[src/rtl/fifo_nohs_ctrl_if.sv]
// Producer and consumer valid/ready bundle for fifo_nohs_ctrl.
// master = producers/consumer side, slave = controller side.
interface fifo_nohs_ctrl_if #(
  parameter int unsigned N_REQ = 2,
  parameter type DATA_T = logic [7:0]
);
  logic [N_REQ-1:0] req_valid;
  logic [N_REQ-1:0] req_ready;
  DATA_T            req_data [N_REQ];
  logic             cons_valid;
  logic             cons_ready;
  DATA_T            cons_data;

  modport master (
    output req_valid, req_data, cons_ready,
    input  req_ready, cons_valid, cons_data
  );

  modport slave (
    input  req_valid, req_data, cons_ready,
    output req_ready, cons_valid, cons_data
  );
endinterface

[src/rtl/fifo_nohs_ctrl.sv]
// Round-robin producer arbiter and occupancy tracker driving a no-handshake FIFO.
// Optional macro FIFO_CTRL_FULL_PASSTHROUGH_EN allows a push into a full FIFO when it pops that cycle.
module fifo_nohs_ctrl #(
  parameter int unsigned N_REQ = 2,
  parameter int unsigned DEPTH = 4,
  parameter type DATA_T = logic [7:0],
  localparam int unsigned CNT_W = $clog2(DEPTH + 1),
  localparam int unsigned PTR_W = (N_REQ > 1) ? $clog2(N_REQ) : 1
) (
  input  logic             clk_i,
  input  logic             rst_n_i,
  input  logic             flush_i,
  fifo_nohs_ctrl_if.slave  bus,
  output logic             fifo_push_o,
  output logic             fifo_pop_o,
  output logic             fifo_flush_o,
  output DATA_T            fifo_data_o,
  input  DATA_T            fifo_data_i,
  output logic [CNT_W-1:0] count_o,
  output logic             full_o,
  output logic             empty_o
);

  logic [CNT_W-1:0] count_q;
  logic [PTR_W-1:0] rr_ptr_q;
  logic [PTR_W-1:0] gnt_idx;
  logic [PTR_W-1:0] nxt_ptr;
  logic [N_REQ-1:0] grant;
  logic             gnt_any;
  logic             push_ok;
  int unsigned      scan_c;

  assign count_o      = count_q;
  assign full_o       = (count_q == CNT_W'(DEPTH));
  assign empty_o      = (count_q == '0);
  assign fifo_flush_o = flush_i;

  // Handshakes are held off while reset is asserted so nothing is in flight.
  assign bus.cons_valid = rst_n_i && !empty_o && !flush_i;
  assign bus.cons_data  = fifo_data_i;
  assign fifo_pop_o     = bus.cons_valid && bus.cons_ready;

`ifdef FIFO_CTRL_FULL_PASSTHROUGH_EN
  assign push_ok = rst_n_i && (!full_o || fifo_pop_o) && !flush_i;
`else
  assign push_ok = rst_n_i && !full_o && !flush_i;
`endif

  // First valid requester at or after rr_ptr, wrapping.
  always_comb begin
    grant   = '0;
    gnt_any = 1'b0;
    gnt_idx = '0;
    scan_c  = 0;
    for (int unsigned i = 0; i < N_REQ; i++) begin
      scan_c = 32'(rr_ptr_q) + i;
      if (scan_c >= N_REQ) scan_c = scan_c - N_REQ;
      if (push_ok && !gnt_any && bus.req_valid[PTR_W'(scan_c)]) begin
        gnt_any = 1'b1;
        gnt_idx = PTR_W'(scan_c);
      end
    end
    if (gnt_any) grant[gnt_idx] = 1'b1;
  end

  assign bus.req_ready = grant;
  assign fifo_push_o   = gnt_any;
  assign fifo_data_o   = gnt_any ? bus.req_data[gnt_idx] : '0;
  assign nxt_ptr       = (32'(gnt_idx) == N_REQ - 1) ? '0 : gnt_idx + PTR_W'(1);

  // Occupancy and round-robin pointer; flush empties but keeps fairness state.
  always_ff @(posedge clk_i) begin
    if (!rst_n_i) begin
      count_q  <= '0;
      rr_ptr_q <= '0;
    end else if (flush_i) begin
      count_q <= '0;
    end else begin
      if (fifo_push_o && !fifo_pop_o) begin
        count_q <= count_q + CNT_W'(1);
      end else if (fifo_pop_o && !fifo_push_o) begin
        count_q <= count_q - CNT_W'(1);
      end
      if (gnt_any) rr_ptr_q <= nxt_ptr;
    end
  end

endmodule

[src/flat_wrapper.sv]
// flat-port wrapper written by rule: the top's interface ports become plain ports
module fifo_nohs_ctrl_flat 
#(
  parameter int unsigned N_REQ = 2,
  parameter int unsigned DEPTH = 4,
  parameter type DATA_T = logic [7:0],
  localparam int unsigned CNT_W = $clog2(DEPTH + 1),
  localparam int unsigned PTR_W = (N_REQ > 1) ? $clog2(N_REQ) : 1
)
  (clk_i, rst_n_i, flush_i, fifo_push_o, fifo_pop_o, fifo_flush_o, fifo_data_o, fifo_data_i, count_o, full_o, empty_o, bus_req_valid, bus_req_data, bus_cons_ready, bus_req_ready, bus_cons_valid, bus_cons_data);
  fifo_nohs_ctrl_if #(.N_REQ(N_REQ), .DATA_T(DATA_T)) bus_i ();
  input  logic clk_i;
  input  logic rst_n_i;
  input  logic flush_i;
  output logic fifo_push_o;
  output logic fifo_pop_o;
  output logic fifo_flush_o;
  output DATA_T fifo_data_o;
  input  DATA_T fifo_data_i;
  output logic [CNT_W-1:0] count_o;
  output logic full_o;
  output logic empty_o;
  input wire logic [$bits(bus_i.req_valid)-1:0] bus_req_valid;
  input wire logic [$bits(bus_i.req_data)-1:0] bus_req_data;
  input wire logic [$bits(bus_i.cons_ready)-1:0] bus_cons_ready;
  output wire logic [$bits(bus_i.req_ready)-1:0] bus_req_ready;
  output wire logic [$bits(bus_i.cons_valid)-1:0] bus_cons_valid;
  output wire logic [$bits(bus_i.cons_data)-1:0] bus_cons_data;
  assign bus_i.req_valid = bus_req_valid;
  assign bus_i.req_data = {>>{bus_req_data}};
  assign bus_i.cons_ready = bus_cons_ready;
  assign bus_req_ready = bus_i.req_ready;
  assign bus_cons_valid = bus_i.cons_valid;
  assign bus_cons_data = bus_i.cons_data;
  fifo_nohs_ctrl #(.N_REQ(N_REQ), .DEPTH(DEPTH), .DATA_T(DATA_T)) u_core (.clk_i(clk_i), .rst_n_i(rst_n_i), .flush_i(flush_i), .bus(bus_i), .fifo_push_o(fifo_push_o), .fifo_pop_o(fifo_pop_o), .fifo_flush_o(fifo_flush_o), .fifo_data_o(fifo_data_o), .fifo_data_i(fifo_data_i), .count_o(count_o), .full_o(full_o), .empty_o(empty_o));
endmodule
[config.mk]
export PLATFORM = sky130hd
export DESIGN_NAME = fifo_nohs_ctrl_flat
export DESIGN_NICKNAME = d
export VERILOG_FILES = /design/src/rtl/fifo_nohs_ctrl_if.sv /design/src/rtl/fifo_nohs_ctrl.sv /design/src/flat_wrapper.sv
export SDC_FILE = /design/constraint.sdc
export NUM_CORES = 1
export LEC_CHECK = 0
export ABC_AREA = 1
export BUFFER_PORTS_ARGS = -buffer_cell sky130_fd_sc_hd__buf_2
export CORE_MARGIN = 1
export CORE_UTILIZATION = 34
export CTS_BUF_LIST = sky130_fd_sc_hd__clkbuf_16
export CTS_CLUSTER_SIZE = 25
export DETAILED_ROUTE_END_ITERATION = 12
export GPL_TIMING_DRIVEN = 0
export PLACE_DENSITY = 0.79
export SLEW_MARGIN = 20
export SYNTH_ARGS = -nofsm -noshare
export SYNTH_HDL_FRONTEND = slang
export SYNTH_SLANG_ARGS = --single-unit
[constraint.sdc]
create_clock -name clk_i -period 2.4 [get_ports clk_i]
set_clock_uncertainty 0.2 [all_clocks]
set_input_delay 0.12 -clock clk_i [delete_from_list [all_inputs] [get_ports clk_i]]
set_output_delay 0.12 -clock clk_i [all_outputs]
set_load 0.01 [all_outputs]
==> results_tabular.tex, run 1 <==
\begin{tabular}{lr}
\hline
Metric & Value \\
\hline
\multicolumn{2}{l}{\textbf{Outcome}} \\
Run status & finished clean \\
\multicolumn{2}{l}{\textbf{Die}} \\
Die H & 41.8 um \\
Area of the die & between 1500 and 2000 um\^{}2 \\
Total number of placement rows & 14 \\
Floorplan Core Area & approximately 1500 um\^{}2 \\
Top-Level Pins & 57 \\
Initial standard-cell utilization of the core & between 30\% and 40\% \\
X dimension of the die & between 40 and 50 um \\
\multicolumn{2}{l}{\textbf{Timing}} \\
Number of max-slew violations in the final report & 0 \\
Portion of the clock cycle consumed by the worst path in the final layout & slightly above 90\% \\
Hold Fails Final Rpt & 0 \\
Worst-case headroom to the max-slew limit & between 80\% and 90\% \\
Time the worst path needs with I/O delays and setup & approximately 2200 ps \\
Fmax & between 400 and 500 MHz \\
Total of endpoints with negative setup slack in the final report & 0 \\
RSZ-0062 raised after global routing & false \\
PnR worst setup slack & 197 ps \\
Slew @ Worst Pin & 202 ps \\
Final-layout setup total negative slack & 0 ps \\
\multicolumn{2}{l}{\textbf{Worst setup path}} \\
Critical path start-end classification & primary input to flip-flop \\
Critical Path RT & between 2000 and 2500 ps \\
CP Capture Type & flip-flop \\
Arrival time of data at the critical path endpoint & between 2000 and 2500 ps \\
Kind of start point of the critical path & primary input \\
Maximum fanout count along the critical path & 6 \\
\multicolumn{2}{l}{\textbf{Power and ir drop}} \\
Leakage & between 0.5 and 0.6 nW \\
Max rail drop VDD & about 390 uV \\
Power density over cell area & 501 nW/um\^{}2 \\
Power after layout & between 400 and 500 uW \\
\multicolumn{2}{l}{\textbf{Yosys}} \\
Number of warnings issued by yosys & 0 \\
Library cells used by synthesis & 20 \\
Synth area leaders & sky130\_fd\_sc\_hd\_\_dfxtp\_1 15\%, sky130\_fd\_sc\_hd\_\_buf\_4 13\%, sky130\_fd\_sc\_hd\_\_inv\_1 11\% \\
Post-synthesis register bit count & 4 \\
Cell area after technology mapping & around 540 um\^{}2 \\
Area share of the leading cell type in the synthesized netlist & 14.8\% \\
Proportion of synthesized chip area in sequential cells & between 10\% and 20\% \\
Number of cells produced by synthesis & 81 \\
Most area-hungry cell type in the Yosys netlist & sky130\_fd\_sc\_hd\_\_dfxtp\_1 \\
Synth Area per Inst & about 6.7 um\^{}2 \\
Nets in the synthesized netlist & around 110 \\
\multicolumn{2}{l}{\textbf{Job}} \\
Maximum capacitance violations & 0 \\
\multicolumn{2}{l}{\textbf{Clock tree}} \\
Worst skew pair latency & around 220 ps \\
Post-CTS Resized & 0 \\
Htree depth & 1 \\
Inserted Clock Buffers & 3 \\
Clock transition time at the flip-flop clock pins of the worst setup and hold paths & 30 ps \\
TritonCTS clock tree & built \\
Root cell of the clock tree & sky130\_fd\_sc\_hd\_\_clkbuf\_16 \\
Maximum count of clock buffers along a single path & 2 \\
Number of sinks on the clock net & 4 \\
\multicolumn{2}{l}{\textbf{Routing}} \\
Drt via density & around 4.3 \\
DRC Markers & 0 \\
Total wire length after detailed routing & 1380 um \\
First-pass DRT Iterations & 2 \\
Per-cell routed wire length & between 9 and 10 um \\
Antenna Nets Post-Route & 0 \\
Initial drt markers & 5 \\
Vias after detailed routing & approximately 640 \\
\multicolumn{2}{l}{\textbf{GRT}} \\
Global-route wire length before repair & $\sim$2400 um \\
Initial antenna violation count & 0 \\
Overflow left after global routing & 0 \\
Total Routing Usage GR & between 15 and 20\% \\
Number of global-route vias before repair & 630 \\
Pin count of the biggest net entering global routing & 10 \\
\multicolumn{2}{l}{\textbf{Placement}} \\
IO Port Bufs & between 40 and 50 \\
Worst slack at placement & about 340 ps \\
Post-DP HPWL & between 1000 and 1500 um \\
Routability congestion estimate from global placement & 0.726 \\
\multicolumn{2}{l}{\textbf{Layout}} \\
Count of inserted antenna diode cells & 0 \\
Post-layout net count & approximately 170 \\
Fraction of final layout cells with drive strength greater than 1 & just under 60\% \\
Area Growth Syn to Fin & 64.0\% \\
\multicolumn{2}{l}{\textbf{Min path}} \\
Type of the worst min-delay path & primary input to flip-flop \\
\hline
\end{tabular}
==> kinds of logic after synthesis <==
logic type                 after synthesis  synth area share, %
AOI/OAI and AO/OA                       13                 12.8
adders and majority gates                2                 6.03
buffers and inverters                   30                 27.1
DFF                                      4                 14.8
and+or+nand+nor                         32                 39.2
==> sequential cells by signal, summed over array words and instances (netlist names) <==
name	count
u_core.count_o	3
u_core.rr_ptr_q	1
==> stage by stage <==
stage | std cells | cell area (um^2) | hold slack, ps | util, %
detailed placement | 145 | 800 | 190 | 53.7
global placement | 145 | 800 | 189 | 53.7
floorplan | 81 | 539 | 83.1 | -
global route | 149 | 885 | 75.4 | 59.4
finish | 149 | 885 | 56.3 | 59.4
CTS | 149 | 885 | 58.4 | 59.4
==> cell usage after synthesis (all sizes together) <==
cell type and count:
inv 21, nand2 21, buf 9, o21ai 9, nor2 7, a21oi 4
dfxtp 4, nand3 2, fa 1, ha 1, nand4 1, nor3 1
==> placed cells by master (no fill, tap or decap) <==
master	instances
sky130_fd_sc_hd__a21oi_1	3
sky130_fd_sc_hd__a21oi_2	1
sky130_fd_sc_hd__buf_2	48
sky130_fd_sc_hd__buf_4	9
sky130_fd_sc_hd__clkbuf_16	3
sky130_fd_sc_hd__dfxtp_1	4
sky130_fd_sc_hd__dlygate4sd3_1	1
sky130_fd_sc_hd__fa_1	1
sky130_fd_sc_hd__ha_1	1
sky130_fd_sc_hd__inv_1	16
sky130_fd_sc_hd__inv_2	5
sky130_fd_sc_hd__nand2_1	16
sky130_fd_sc_hd__nand2_2	2
sky130_fd_sc_hd__nand2_4	3
sky130_fd_sc_hd__nand3_1	1
sky130_fd_sc_hd__nand3_2	1
sky130_fd_sc_hd__nand4_4	1
sky130_fd_sc_hd__nor2_1	3
sky130_fd_sc_hd__nor2_2	2
sky130_fd_sc_hd__nor2_8	2
sky130_fd_sc_hd__nor3_1	1
sky130_fd_sc_hd__o21ai_0	1
sky130_fd_sc_hd__o21ai_1	8
==> repair_timing <==
| item | CTS | global route |
|---|---|---|
| buffers inserted | 0 | 0 |
| endpoints found under the setup margin | 0 | 0 |
| hold endpoints to repair | 1 | 0 |
| hold buffers | 1 | 0 |
==> per-layer routing <==
metal	GRT usage, %	vias to the layer above	routed length (um)
met5	0	-	0
met4	11.0	0	15
met3	5.22	2	77
met2	35.0	21	813
met1	15.3	279	476
li1	-	340	-
==> power by group <==
group          switching, mW  internal, mW  leakage, nW
Combinational         0.0622        0.0551        0.489
Clock                 0.0409         0.212       0.0370
Sequential           0.00304        0.0699       0.0325
==> final timing paths <==
check	from	end	cells after the start	slack, ps
worst max-delay path	rst_n_i	u_core.count_o[2]	15	200
worst min-delay path	flush_i	u_core.count_o[2]	4	60
worst max register to register	u_core.count_o[0]	u_core.count_o[2]	14	330
worst min register to register	u_core.rr_ptr_q	u_core.rr_ptr_q	2	280
==> cell type report <==
cell class / count / area [um^2]
plain buffers: 9 / 67.6
clock buffers: 3 / 75.1
fillers: 155 / 604
inverters: 21 / 78.8
multi-input cells: 47 / 313
flip-flops and latches: 4 / 80.1
well taps: 16 / 20.0
repair buffers: 49 / 250
==> critical path, cell delays in order <==
cell and delay (ps):
sky130_fd_sc_hd__dlygate4sd3_1 520, sky130_fd_sc_hd__buf_2 100, sky130_fd_sc_hd__inv_2 60, sky130_fd_sc_hd__nor2_8 150, sky130_fd_sc_hd__nand3_2 110, sky130_fd_sc_hd__inv_2 80
sky130_fd_sc_hd__ha_1 180, sky130_fd_sc_hd__inv_1 70, sky130_fd_sc_hd__fa_1 380, sky130_fd_sc_hd__inv_1 60, sky130_fd_sc_hd__nand2_1 40, sky130_fd_sc_hd__nand3_1 100
sky130_fd_sc_hd__nand2_1 60, sky130_fd_sc_hd__nand2_1 50, sky130_fd_sc_hd__nor2_1 40
No activity file was read; power rests on OpenSTA's default activity.
==> run 2: changes to the inputs <==
- ABC_AREA: 1 -> 0
- CORE_UTILIZATION: 34 -> 31
- PLACE_DENSITY: 0.79 -> 0.77
- SLEW_MARGIN: 20 -> unset
==> run 2 against run 1 <==
  * Synthesized area down 14%
  * Largest cell class unchanged
  * Setup slack worse by 180 ps
  * Non-clock buffer count up 3
  * Die area down 5.6%
  * Wire length up 1.3%
  * Critical path type is now flip-flop to flip-flop
  * Highest routed layer unchanged
  * Global-route usage down 1.4 points
  * Register-to-register slack worse by 310 ps
  * Synthesized cell count down 26%
  * Flip-flop and latch count unchanged
  * Sequential power up 2%
==> results_tabular.tex, run 2 <==
\begin{tabular}{lr}
\hline
Metric & Value \\
\hline
\multicolumn{2}{l}{\textbf{Layout}} \\
Fraction of final layout cells with drive strength greater than 1 & 64.3\% (+6.4 points) \\
Post-layout net count & 146 (-13\%) \\
Highest-count cells in the layout ignoring fill and taps & 48 x sky130\_fd\_sc\_hd\_\_buf\_2, 13 x sky130\_fd\_sc\_hd\_\_nor2\_1, 9 x sky130\_fd\_sc\_hd\_\_buf\_4 \\
Most common cell after layout, fill and taps aside & sky130\_fd\_sc\_hd\_\_buf\_2 \\
Area Growth Syn to Fin & 84.3\% \\
Post-layout instance area & 853 um\^{}2 (-3.5\%) \\
Number of flip-flops under the largest register name & 3 (unchanged) \\
Count of inserted antenna diode cells & 0 (unchanged) \\
\multicolumn{2}{l}{\textbf{Power and ir drop}} \\
Switching portion of total power & 23.0\% (-0.89 points) \\
Clock power share & 57.1\% (about the same) \\
Power after layout & 447 uW (+0.82\%) \\
Power density over cell area & 524 nW/um\^{}2 (+4.5\%) \\
Cell internal pwr & 344 uW (+2.0\%) \\
Max rail drop VDD & 349 uV (-11\%) \\
Net switching component of the power & 103 uW (-2.9\%) \\
Seq pwr share & 16.7\% (+0.2 points) \\
Comb power frac & 26.2\% (-0.2 points) \\
Leakage & 0.444 nW (-20\%) \\
\multicolumn{2}{l}{\textbf{Yosys}} \\
Synth area leaders & sky130\_fd\_sc\_hd\_\_dfxtp\_1 17\%, sky130\_fd\_sc\_hd\_\_a32oi\_1 15\%, sky130\_fd\_sc\_hd\_\_buf\_4 15\% \\
Cell area after technology mapping & 463 um\^{}2 (-14\%) \\
Number of flops mapped to enable cells by yosys & 0 (unchanged) \\
Post-synthesis register bit count & 4 (unchanged) \\
Synth Area per Inst & 7.72 um\^{}2 (+16\%) \\
Share of flip-flops with an asynchronous set or reset & 0\% (unchanged) \\
Number of warnings issued by yosys & 0 (unchanged) \\
Commonest register cell after synthesis & sky130\_fd\_sc\_hd\_\_dfxtp\_1 \\
Number of cells produced by synthesis & 60 (-26\%) \\
Area share of the leading cell type in the synthesized netlist & 17.3\% (+2.4 points) \\
Most area-hungry cell type in the Yosys netlist & sky130\_fd\_sc\_hd\_\_dfxtp\_1 \\
Count leader, synth & sky130\_fd\_sc\_hd\_\_nor2\_1 \\
Nets in the synthesized netlist & 92 (-19\%) \\
Proportion of synthesized chip area in sequential cells & 17.3\% (+2.4 points) \\
Library cells used by synthesis & 25 (+25\%) \\
Top cell types by occurrence after synthesis & 14 x sky130\_fd\_sc\_hd\_\_nor2\_1, 9 x sky130\_fd\_sc\_hd\_\_buf\_4, 8 x sky130\_fd\_sc\_hd\_\_a32oi\_1 \\
\multicolumn{2}{l}{\textbf{Worst setup path}} \\
CP Capture Type & flip-flop \\
Cell chain of the critical path & nor3b\_4, or2\_1, buf\_6, nor2\_4, ha\_4, inv\_1, fa\_2, xor2\_1, or3\_1, a21oi\_2 \\
Gate family responsible for the most delay along the worst path & simple AND/OR/NAND/NOR gates \\
Kind of start point of the critical path & flip-flop \\
Maximum fanout count along the critical path & 10 (+4) \\
Crit-path slowest cell & sky130\_fd\_sc\_hd\_\_dfxtp\_2 \\
Arrival time of data at the critical path endpoint & 2330 ps (+210 ps) \\
Number of buffers and inverters on the critical path & 2 (-4) \\
Largest incremental delay on the critical path & 330 ps (-190 ps) \\
Critical Path RT & 2350 ps (+40 ps) \\
Critical path start-end classification & flip-flop to flip-flop \\
\multicolumn{2}{l}{\textbf{Die}} \\
X dimension of the die & 40.6 um (-2.8\%) \\
Total number of placement rows & 13 (-1) \\
Top-Level Pins & 57 (unchanged) \\
Area of the die & 1650 um\^{}2 (-5.6\%) \\
Die H & 40.6 um (-2.8\%) \\
Floorplan Core Area & 1350 um\^{}2 (-9.3\%) \\
Initial standard-cell utilization of the core & 34.3\% (-1.9 points) \\
\multicolumn{2}{l}{\textbf{Clock tree}} \\
Htree depth & 1 (unchanged) \\
TritonCTS clock tree & built \\
Post-CTS Setup Bufs & 0 (unchanged) \\
Number of sinks on the clock net & 4 (unchanged) \\
Root cell of the clock tree & sky130\_fd\_sc\_hd\_\_clkbuf\_16 \\
Clock transition time at the flip-flop clock pins of the worst setup and hold paths & 30 ps (about the same) \\
Worst skew pair latency & 220 ps (about the same) \\
Inserted Clock Buffers & 3 (unchanged) \\
Maximum count of clock buffers along a single path & 2 (unchanged) \\
\multicolumn{2}{l}{\textbf{Timing}} \\
Worst-case headroom to the max-slew limit & 74.6\% (-12 points) \\
RSZ-0062 raised after global routing & true \\
Time the worst path needs with I/O delays and setup & 2380 ps (+181 ps) \\
Fmax & 419 MHz (-7.6\%) \\
Slew @ Worst Pin & 381 ps (+180 ps) \\
Portion of the clock cycle consumed by the worst path in the final layout & 99.3\% (+7.5 points) \\
Final-layout setup total negative slack & 0 ps (unchanged) \\
Hold Fails Final Rpt & 0 (unchanged) \\
Total of endpoints with negative setup slack in the final report & 0 (unchanged) \\
Number of max-slew violations in the final report & 0 (unchanged) \\
\multicolumn{2}{l}{\textbf{GRT}} \\
Overflow left after global routing & 0 (unchanged) \\
Pin count of the biggest net entering global routing & 11 (+1) \\
Number of global-route vias before repair & 466 (-26\%) \\
Total Routing Usage GR & 16.4\% (-1.4 points) \\
Global-route wire length before repair & 1760 um (-26\%) \\
Initial antenna violation count & 0 (unchanged) \\
\multicolumn{2}{l}{\textbf{Placement}} \\
Post-DP HPWL & 1090 um (-8.0\%) \\
IO Port Bufs & 48 (unchanged) \\
Routability congestion estimate from global placement & 0.603 (-17\%) \\
Area after detailed placement & 759 um\^{}2 (-5.0\%) \\
\multicolumn{2}{l}{\textbf{Routing}} \\
DRC Markers & 0 (unchanged) \\
Initial drt markers & 11 (+6) \\
Drt via density & 4.93 (+14\%) \\
Antenna Nets Post-Route & 0 (unchanged) \\
Total wire length after detailed routing & 1400 um (+1.3\%) \\
Per-cell routed wire length & 11.0 um (+19\%) \\
First-pass DRT Iterations & 3 (+1) \\
Vias after detailed routing & 626 (-2.5\%) \\
\multicolumn{2}{l}{\textbf{Job}} \\
Maximum capacitance violations & 0 (unchanged) \\
\multicolumn{2}{l}{\textbf{Outcome}} \\
Run status & finished clean \\
\multicolumn{2}{l}{\textbf{Min path}} \\
Type of the worst min-delay path & primary input to flip-flop \\
\hline
\end{tabular}
-- run 2: changes by cell type after synthesis, moves of 3 or more --
cell and change:
sky130_fd_sc_hd__inv_1 -15, sky130_fd_sc_hd__nand2_1 -14, sky130_fd_sc_hd__nor2_1 +11, sky130_fd_sc_hd__a32oi_1 +8
sky130_fd_sc_hd__o21ai_1 -8, sky130_fd_sc_hd__inv_2 -5, sky130_fd_sc_hd__nand2_4 -3
-- run 2: final timing paths --
kind	depth (start not counted)	from	slack (ps)	endpoint
max	10	u_core.count_o[2]	20	u_core.count_o[2]
min	3	rst_n_i	80	u_core.count_o[2]
max reg2reg	10	u_core.count_o[2]	20	u_core.count_o[2]
min reg2reg	2	u_core.count_o[2]	330	u_core.count_o[2]
-- run 2: worst reg2reg max path, stage by stage, from the launching register on --
cell and delay, ps:
sky130_fd_sc_hd__dfxtp_2 330, sky130_fd_sc_hd__nor3b_4 160, sky130_fd_sc_hd__or2_1 230, sky130_fd_sc_hd__buf_6 150
sky130_fd_sc_hd__nor2_4 100, sky130_fd_sc_hd__ha_4 140, sky130_fd_sc_hd__inv_1 50, sky130_fd_sc_hd__fa_2 330
sky130_fd_sc_hd__xor2_1 170, sky130_fd_sc_hd__or3_1 320, sky130_fd_sc_hd__a21oi_2 140
-- run 2: kinds of logic (layout without fill, tap and decap cells) --
kind of cell / Yosys count / after routing / share of synthesized area, %
compound gates: 12 / 12 / 22.2
xor+xnor: 2 / 2 / 3.78
fa+ha+maj: 2 / 2 / 7.03
buf+inv: 13 / 65 / 19.5
flops: 4 / 4 / 17.3
mux: 1 / 1 / 2.16
simple gates: 26 / 26 / 28.1
-- run 2: timing repair --
item / in CTS / in global routing
hold endpoints to repair: 1 / 0
setup endpoints to repair: 0 / 1
hold buffers: 1 / 0
resized for setup: 0 / 3
-- run 2: through the flow --
stage               instances  hold WS, ps  utilization, %  setup slack, ps
floorplan                  60         66.9               -             31.9
global placement          123          192            56.3             31.8
detailed placement        123          191            56.3             5.09
CTS                       127         75.3            62.6          0.00910
global route              127          122            63.2            -90.7
finish                    127         78.4            63.2             16.0
-- run 2: power groups by stage --
stage / Sequential [mW] / Combinational [mW] / Clock [mW]
6_report: 0.0747 / 0.117 / 0.255
5_1_grt: 0.0754 / 0.130 / 0.266
4_1_cts: 0.0763 / 0.118 / 0.261
3_5_place_dp: 0.0769 / 0.115 / 0
3_3_place_gp: 0.0766 / 0.113 / 0
2_1_floorplan: 0.0771 / 0.0696 / 0
-- run 2: metal layers --
metal / track usage [%] / vias up / wire length [um]
li1: - / 309 / -
met5: 0 / - / 0
met3: 5.98 / 2 / 182
met4: 7.50 / 0 / 10
met2: 32.1 / 38 / 689
met1: 14.5 / 277 / 519
-- run 2: cell type report --
cell class / instances / area [um^2]
buffer: 12 / 86.3
clock buffer: 3 / 75.1
fill: 128 / 497
inverter: 1 / 3.75
multi-input combinational: 43 / 330
sequential: 4 / 88.8
tap: 15 / 18.8
timing repair buffer: 49 / 250
